### config.mk
export PLATFORM = sky130hd
export DESIGN_NAME = walkman_matrix
export DESIGN_NICKNAME = d
export VERILOG_FILES = /design/src/rtl/walkman_matrix.sv
export SDC_FILE = /design/constraint.sdc
export NUM_CORES = 1
export LEC_CHECK = 0
export ABC_AREA = 1
export CORE_ASPECT_RATIO = 1.5
export CORE_MARGIN = 1
export CORE_UTILIZATION = 51
export DETAILED_ROUTE_END_ITERATION = 10
export GPL_TIMING_DRIVEN = 0
export MAX_ROUTING_LAYER = met4
export PLACE_DENSITY_LB_ADDON = 0.15
export SYNTH_ARGS = -nofsm -noshare
export SYNTH_HDL_FRONTEND = slang
export SYNTH_SLANG_ARGS = --single-unit
### constraint.sdc
create_clock -name clksrc1_1 -period 2.8 [get_ports clksrc1_1]
set_input_delay 0.28 -clock clksrc1_1 [delete_from_list [all_inputs] [get_ports clksrc1_1]]
set_output_delay 0.28 -clock clksrc1_1 [all_outputs]
set_load 0.01 [all_outputs]
### src/rtl/walkman_matrix.sv
// Pedestrian 8x8 LED matrix driver: row-scans a 4-frame walking-man animation,
// walking at double rate and blinking whole frames while the crossing time runs out.
module walkman_matrix #(
    parameter int SCAN_DIV  = 4096,
    parameter int BLANK_CYC = 256,
    parameter int FRAME_DIV = 64,
    parameter int HURRY_SEC = 5
) (
    input  logic       clksrc1_1,
    input  logic       reset,
    input  logic       greenmanon,
    input  logic [5:0] remaining,
    output logic [7:0] hori,
    output logic [7:0] vert,
    output logic [1:0] frame_idx
);
    localparam int PRE_W  = (SCAN_DIV > 1) ? $clog2(SCAN_DIV) : 1;
    localparam int SCAN_W = (FRAME_DIV > 2) ? $clog2(FRAME_DIV) : 1;
    localparam logic [PRE_W-1:0]  PRE_MAX   = PRE_W'(SCAN_DIV - 1);
    localparam logic [PRE_W-1:0]  BLANK_END = PRE_W'(BLANK_CYC);
    localparam logic [SCAN_W-1:0] WALK_LIM  = SCAN_W'(FRAME_DIV - 1);
    localparam logic [SCAN_W-1:0] HURRY_LIM = SCAN_W'(FRAME_DIV / 2 - 1);
    localparam logic [5:0]        HURRY_THR = 6'(HURRY_SEC);

    typedef enum logic [1:0] {OFF, WALK, HURRY} state_t;

    state_t            state_q, state_d;
    logic [PRE_W-1:0]  pre_q, pre_d;
    logic [2:0]        row_q, row_d;
    logic [SCAN_W-1:0] scan_q, scan_d;
    logic [1:0]        frame_q, frame_d;
    logic              blink_q, blink_d;
    logic [7:0]        hori_q, hori_d;
    logic [7:0]        vert_q, vert_d;

    logic              hurry_range;
    logic              row_tick;
    logic              frame_tick;
    logic              blank;
    logic [SCAN_W-1:0] scan_lim;
    logic [7:0]        row_sel;

    // Rows 0-4 (head, arms, torso) are shared; only the legs in rows 5-7 animate.
    function automatic logic [7:0] rom_row(input logic [1:0] f, input logic [2:0] r);
        logic [7:0] v;
        v = 8'h18;
        case (r)
            3'd2:       v = 8'h3C;
            3'd3:       v = 8'h5A;
            3'd5, 3'd6: begin
                case (f)
                    2'd0:    v = 8'h24;
                    2'd1:    v = 8'h28;
                    2'd2:    v = 8'h18;
                    default: v = 8'h14;
                endcase
            end
            3'd7: begin
                case (f)
                    2'd0:    v = 8'h42;
                    2'd1:    v = 8'h48;
                    2'd2:    v = 8'h18;
                    default: v = 8'h12;
                endcase
            end
            default:    v = 8'h18;
        endcase
        return v;
    endfunction

    always_comb begin
        hurry_range = (remaining != 6'd0) && (remaining <= HURRY_THR);
        state_d     = state_q;
        case (state_q)
            OFF:     if (greenmanon) state_d = hurry_range ? HURRY : WALK;
            WALK:    if (hurry_range) state_d = HURRY;
            HURRY:   if (remaining > HURRY_THR) state_d = WALK;
            default: state_d = OFF;
        endcase
        if (!greenmanon) state_d = OFF;
    end

    always_comb begin
        scan_lim   = (state_q == HURRY) ? HURRY_LIM : WALK_LIM;
        row_tick   = (state_q != OFF) && (pre_q == PRE_MAX);
        frame_tick = row_tick && (row_q == 3'd7) && (scan_q >= scan_lim);
        pre_d      = pre_q;
        row_d      = row_q;
        scan_d     = scan_q;
        frame_d    = frame_q;
        blink_d    = blink_q;
        if (state_q != OFF) begin
            pre_d = row_tick ? '0 : PRE_W'(pre_q + 1);
            if (row_tick) row_d = row_q + 3'd1;
            if (frame_tick) begin
                scan_d  = '0;
                frame_d = frame_q + 2'd1;
            end else if (row_tick && row_q == 3'd7) begin
                scan_d = SCAN_W'(scan_q + 1);
            end
            if (frame_tick && state_q == HURRY) blink_d = ~blink_q;
        end
        if (state_q == HURRY && state_d == WALK) blink_d = 1'b0;
        if (state_d == HURRY && scan_d > HURRY_LIM) scan_d = HURRY_LIM;
        if (state_d == OFF) begin
            pre_d   = '0;
            row_d   = '0;
            scan_d  = '0;
            frame_d = '0;
            blink_d = 1'b0;
        end
    end

    for (genvar gi = 0; gi < 8; gi++) begin : g_row_sel
        assign row_sel[gi] = (row_q == 3'(gi));
    end

    // A dropping greenmanon blanks the very next output rather than one row-sample later.
    always_comb begin
        blank  = (state_q == OFF) || (state_d == OFF) || (pre_q < BLANK_END) ||
                 ((state_q == HURRY) && blink_q);
        hori_d = blank ? 8'h00 : rom_row(frame_q, row_q);
        vert_d = blank ? 8'h00 : row_sel;
    end

    always_ff @(posedge clksrc1_1) begin
        if (reset) begin
            state_q <= OFF;
            pre_q   <= '0;
            row_q   <= '0;
            scan_q  <= '0;
            frame_q <= '0;
            blink_q <= 1'b0;
            hori_q  <= 8'h00;
            vert_q  <= 8'h00;
        end else begin
            state_q <= state_d;
            pre_q   <= pre_d;
            row_q   <= row_d;
            scan_q  <= scan_d;
            frame_q <= frame_d;
            blink_q <= blink_d;
            hori_q  <= hori_d;
            vert_q  <= vert_d;
        end
    end

    assign hori      = hori_q;
    assign vert      = vert_q;
    assign frame_idx = frame_q;
endmodule

; After elaboration in Yosys (flattened, before gate mapping)
; Index checks and enable logic that the tools add are counted.
[classes]
addsub = 4
mul = 0
div_mod_pow = 0
order_cmp = 5
eq_ne = 14
shift = 0
muxes = 14
bitwise_logic = 1
n_reduce_logical = 25
[ops]
columns = cell, count
row1 = 7-bit case mux with 4 select lines, 1
row2 = 6-bit two-way mux, 4
row3 = 7-bit case mux with 3 select lines, 1
row4 = 6-bit case mux with 3 select lines, 1
row5 = 12-bit by 1-bit adder with 12-bit output (second input constant), 1
row6 = 12-bit == test (second input constant), 1
row7 = 3-bit == test (second input constant), 4
row8 = 12-bit by 9-bit less-than comparator with 1-bit output (second input constant), 1
row9 = 12-bit two-way mux, 1
row10 = 1-bit logical AND, 8
row11 = 2-bit two-way mux, 4
row12 = 6-bit by 1-bit adder with 6-bit output (second input constant), 1
row13 = 2-bit by 1-bit == test with 1-bit output (second input constant), 3
row14 = 2-bit == test (second input constant), 3
row15 = 3-bit by 2-bit == test with 1-bit output (second input constant), 2
row16 = 6-bit greater-or-equal comparator, 1
row17 = 6-bit by 3-bit greater-than comparator with 1-bit output (second input constant), 1
row18 = 6-bit by 5-bit greater-than comparator with 1-bit output (second input constant), 1
row19 = 6-bit by 3-bit less-or-equal comparator with 1-bit output (second input constant), 1
row20 = 2-bit logical NOT, 3
row21 = 2-bit case mux with 3 select lines, 1
row22 = 2-bit AND reduction, 3
row23 = 6-bit nonzero test, 1
row24 = 2-bit OR reduction, 3
row25 = 9 further kinds, 12
[word_totals]
reg_bits = 42
latch_bits = 0
mem_bits_rw = 0
rom_bits = 0
inputBits = 9
output_inout_bits = 18
word_cells = 72
mem_count = 0

; Depth between registers and ports, before layout
[logic_depth]
depth_word = 10
ltp_mapped = 11
depth_no_buf = 11

; Least setup slack after synthesis
; No wires, ideal clock.
[synth_path]
kind = register -> register
from = register state_q[0]
to = register blink_q
setup_time_ns = 0.113
arrival_ns = 1.500
required_ns = 2.687
slack_ns = 1.187
stages_incl_launch_ff = 10
n_path_buf = 0
period_less_slack_ns = 1.613
path_cell_list = dfxtp_1 > nor2_1 > ha_1 > nand2_1 > o21bai_1 > nand4_4 > inv_2 > nand2_1 > nor2_1 > nor2_1
[synth_via]
elab_chain_cells = 6
word_cells_on_any_way = 19
cone_classes = order compare (1) / eq/ne (3) / mux (5) / reduce/logical (10)
[synth_rtl]
columns = item, line
row1 = start: declaration, 27  ; state_t state_q, state_d;
row2 = start signal: assignment, 137  ; state_q <= state_d;
row3 = 2-bit == test (tied with other cells), n/a
row4 = 6-bit two-way mux (tied with other cells), 84  ; scan_lim = (state_q == HURRY) ? HURRY_LIM : WALK_LIM;
row5 = 6-bit greater-or-equal comparator (tied with other cells), 86  ; frame_tick = row_tick && (row_q == 3'd7) && (scan_q >= scan_lim);
row6 = 1-bit logical AND or 2-bit by 1-bit == test with 1-bit output (tied branches), "86, 103"
row7 = "1-bit logical AND, on equally long branches", "101, 103"
row8 = 2-bit AND reduction (no line) or 3-bit OR reduction (tied branches), n/a
row9 = end signal: assignment, 142  ; blink_q <= blink_d;
row10 = end: declaration, 32  ; logic blink_q, blink_d;
; Parallel ways exist; a longest one is shown, timed or not.
; A chain may end at the register's enable or synchronous reset.

; Worst setup path after layout
; Same ends and word-level chain as after synthesis.

==> out/qor.log <==
qor: outcome.run_status finished, final reports clean
qor: clock_network.clock_root_buffer sky130_fd_sc_hd__clkbuf_8
qor: die.fp.dieW 53.6 um
qor: placed_design.gp_routability_congestion 0.873
qor: critical_path.cell_with_the_biggest_individual_delay_on_the_critical_path sky130_fd_sc_hd__dfxtp_1
qor: final_layout.area_delta_synth_final 18.6%
qor: die.core 3750 sq um
qor: synth.post-synth-top-area-cell sky130_fd_sc_hd__dfxtp_1
qor: route.drtIter0Drc 52
qor: synth.ys_ff_latch 40
qor: critical_path.criticalPathCategory reg2reg
qor: synth.yosys-top-cells-area sky130_fd_sc_hd__dfxtp_1 39%, sky130_fd_sc_hd__nand2_1 8.5%, sky130_fd_sc_hd__ha_1 8.0%
qor: die.die_h 79.4 um
qor: critical_path.timing.critical_path.cells nor2_1 > ha_1 > nand2_1 > o21bai_1 > nand4_4 > inv_2 > nand2_1 > nand2_1 > nand2_1 > nor2_1
qor: final_layout.post_route_cells_drive_above_1_share 9.33%
qor: critical_path.cp_data_required_time 3.04 ns
qor: synth.post_synthesis_adder_cell_area_fraction 7.99%
qor: synth.yosys_warnings 0
qor: sta.skew 0.00575 ns
qor: clock_network.tritoncts yes
qor: critical_path.cp-end-kind register
qor: synth.area_fraction_in_compound_gates_after_synthesis 9.77%
qor: die.pin_count 27
qor: sta.setup_viol 0
qor: clock_network.number_of_buffers_on_the_longest_clock_path 2
qor: critical_path.crit_buf_inv 1
qor: critical_path.worstPathMaxFanout 7
qor: synth.synth_xor_xnor_area_share 3.01%
qor: sta.grt_setup_unrepaired no
qor: route.routed-via-count 1705
qor: clock_network.clock_latency 0.29 ns
qor: final_layout.number_of_inserted_diodes 0
qor: grt.grt_max_degree 13
qor: critical_path.crit_family simple AND/OR/NAND/NOR gates
qor: critical_path.timing.critical_path.mode_cell sky130_fd_sc_hd__nand2_1
qor: grt.global_route_wire_length_before_repair 6.52 mm
qor: die.start_util 54.3%
qor: synth.synth_area 2040 sq um
qor: route.final_antenna_net_count 0
qor: route.route.detailed.drc 0
qor: clock_network.worst_setup_hold_path_clk_slew 0.08 ns
qor: synth.synth_simple_gate_area_share 29.5%
qor: clock_network.post-cts-setup-buffers 0
qor: synth.combinational_family_with_the_most_area_after_synthesis simple AND/OR/NAND/NOR gates
qor: run.drv_cap 0
qor: clock_network.ctsHoldBuffers 0
qor: grt.globalRoute.totalOverflow 0
qor: grt.number_of_global_route_vias_before_repair 1586
qor: critical_path.cpPeakStageDelay 0.45 ns
qor: critical_path.startpoint_type register
qor: power.vdd_drop_max 368 uV
qor: critical_path.worst_ep_arrival_time 2.03 ns
qor: route.routed_wl 3.76 mm
qor: placed_design.portBuffers 24
qor: synth.synth.yosys.seq_area_share 39.3%
qor: sta.min_period 1.80 ns
qor: placed_design.post-place-ws 0.967 ns
qor: clock_network.h_tree_levels 2
qor: sta.report.final.slew_viol_count 0
qor: grt.groute.usage.overall 21.2%
qor: sta.setup_ws 1.00 ns
qor: route.first_pass_iters 4
qor: min_path.min-delay-path-class reg2reg
qor: grt.grt_antenna_before_repair 0
qor: die.placement_rows 27
qor: clock_network.cts_made_buffers 5
qor: sta.share_of_the_cycle_needed_by_the_critical_path_after_routing 64.2%
qor: synth.post_synth_mux_area_share 0%
qor: clock_network.post_cts.resized_instances 0
qor: clock_network.cts.sinks 40
qor: placed_design.place.detailed.hpwl 2.96 mm
qor: power.static-leakage-power 1.01 nW
qor: synth.mean_instance_size_in_the_synthesized_netlist 7.60 sq um
qor: sta.fin_setup_tns 0 ns
qor: sta.achievable-frequency 0.556 GHz
qor: synth.synth_cell_types 31
qor: power.power_density 405 nW/um^2
qor: route.via_per_inst 4.97
qor: sta.hold_viol 0
qor: final_layout.fillerInstances 335
qor: final_layout.nets 322
qor: die.fp.dieArea 4260 sq um
qor: synth.yosysTopAreaCellShare 39.3%
qor: synth.syn_inst 268
qor: route.post_drt_wl_per_cell 11.0 um
qor: final_layout.final_util 64.4%
synthesized netlist by cell type:
library cell                count
sky130_fd_sc_hd__a211oi_1       3
sky130_fd_sc_hd__a21oi_1       20
sky130_fd_sc_hd__a22o_1         1
sky130_fd_sc_hd__a31oi_1        2
sky130_fd_sc_hd__and3_1         1
sky130_fd_sc_hd__buf_2          2
sky130_fd_sc_hd__buf_4          2
sky130_fd_sc_hd__buf_6          2
sky130_fd_sc_hd__conb_1         1
sky130_fd_sc_hd__dfxtp_1       40
sky130_fd_sc_hd__ha_1          13
sky130_fd_sc_hd__inv_1         41
sky130_fd_sc_hd__inv_2          2
sky130_fd_sc_hd__nand2_1       46
sky130_fd_sc_hd__nand2_2        2
sky130_fd_sc_hd__nand2_4        2
sky130_fd_sc_hd__nand3_1       20
sky130_fd_sc_hd__nand3_2        1
sky130_fd_sc_hd__nand4_1        3
sky130_fd_sc_hd__nand4_4        2
sky130_fd_sc_hd__nor2_1        29
sky130_fd_sc_hd__nor2_2         2
sky130_fd_sc_hd__nor2_4         2
sky130_fd_sc_hd__nor3_1        13
sky130_fd_sc_hd__o2111ai_2      1
sky130_fd_sc_hd__o21a_1         1
sky130_fd_sc_hd__o21ai_0        5
sky130_fd_sc_hd__o21bai_1       1
sky130_fd_sc_hd__or2_2          1
sky130_fd_sc_hd__xnor2_1        2
sky130_fd_sc_hd__xor2_1         5
kinds of logic after synthesis:
group | after synthesis
AOI/OAI and AO/OA | 34
adders and majority gates | 13
and+or+nand+nor | 124
DFF | 40
buffers and inverters | 49
other | 1
xor gates and xnor gates | 7
metrics by stage:
step / power, mW / hold slack (ns) / instance area (sq um) / std cells
2_1_floorplan: 0.609 / 0.430 / 2040 / 269
3_3_place_gp: 0.627 / 0.474 / 2330 / 336
3_5_place_dp: 0.627 / 0.485 / 2330 / 336
4_1_cts: 0.995 / 0.496 / 2420 / 343
5_1_grt: 1.03 / 0.532 / 2420 / 343
6_report: 0.978 / 0.495 / 2420 / 343
worst min-delay path, cell delays in order (launching register included):
cell,delay (ns)
sky130_fd_sc_hd__dfxtp_1,0.33
sky130_fd_sc_hd__nand2_1,0.07
sky130_fd_sc_hd__a21oi_1,0.05
registers in the layout, indices dropped and copies added (netlist names):
signal and flops:
vert 8, blink_q 1, frame_idx 2, row_q 3
scan_q 6, pre_q 12, hori 6, state_q 2
cell type report:
cell class                 instances  area, sq um  area share (%)
clock inverter                     2         12.5           0.518
inverter                          43          161            6.68
multi-input combinational        180         1030            42.7
timing repair buffer              24          240            9.94
sequential                        40          801            33.1
tap                               43         53.8            2.23
buffer                             6         47.5            1.97
clock buffer                       5         68.8            2.85
cells in the final DEF, fill, tap and decap left out, types with 2 or more instances in the layout:
cell type and count:
sky130_fd_sc_hd__o21ai_0 5, sky130_fd_sc_hd__buf_4 2, sky130_fd_sc_hd__inv_1 41, sky130_fd_sc_hd__a21oi_1 20, sky130_fd_sc_hd__nand2_4 2, sky130_fd_sc_hd__nand2_1 46, sky130_fd_sc_hd__a31oi_1 2, sky130_fd_sc_hd__ha_1 13
sky130_fd_sc_hd__nor2_1 29, sky130_fd_sc_hd__nand3_1 20, sky130_fd_sc_hd__xor2_1 5, sky130_fd_sc_hd__nand4_4 2, sky130_fd_sc_hd__buf_2 2, sky130_fd_sc_hd__nor2_4 2, sky130_fd_sc_hd__nand2_2 2, sky130_fd_sc_hd__clkdlybuf4s50_1 24
sky130_fd_sc_hd__a211oi_1 3, sky130_fd_sc_hd__buf_6 2, sky130_fd_sc_hd__clkbuf_8 5, sky130_fd_sc_hd__nand4_1 3, sky130_fd_sc_hd__nor2_2 2, sky130_fd_sc_hd__conb_1 2, sky130_fd_sc_hd__inv_2 2, sky130_fd_sc_hd__nor3_1 13
sky130_fd_sc_hd__xnor2_1 2, sky130_fd_sc_hd__dfxtp_1 40
power by group:
part | internal [mW] | switching (mW) | leakage (nW)
Sequential | 0.570 | 0.00236 | 0.322
Combinational | 0.0189 | 0.0221 | 0.646
Clock | 0.169 | 0.196 | 0.0400
Total | 0.757 | 0.220 | 1.01
routing by layer:
layer	vias to the layer above	GRT usage [%]	routed length [um]
li1	913	-	-
met2	18	35.3	1950
met3	5	5.90	87
met4	0	8.95	59
met5	-	-	0
met1	769	23.0	1660
path summary, 6_finish.rpt:
| path | startpoint | slack (ns) | to | depth (start not counted) |
|---|---|---|---|---|
| worst min register to register | pre_q[0] | 0.50 | pre_q[0] | 2 |
| worst max-delay path | state_q[0] | 1.00 | blink_q | 10 |
| worst max register to register | state_q[0] | 1.00 | blink_q | 10 |
| worst min-delay path | pre_q[0] | 0.50 | pre_q[0] | 2 |
Note: power is estimated with default switching activity, not from simulation.
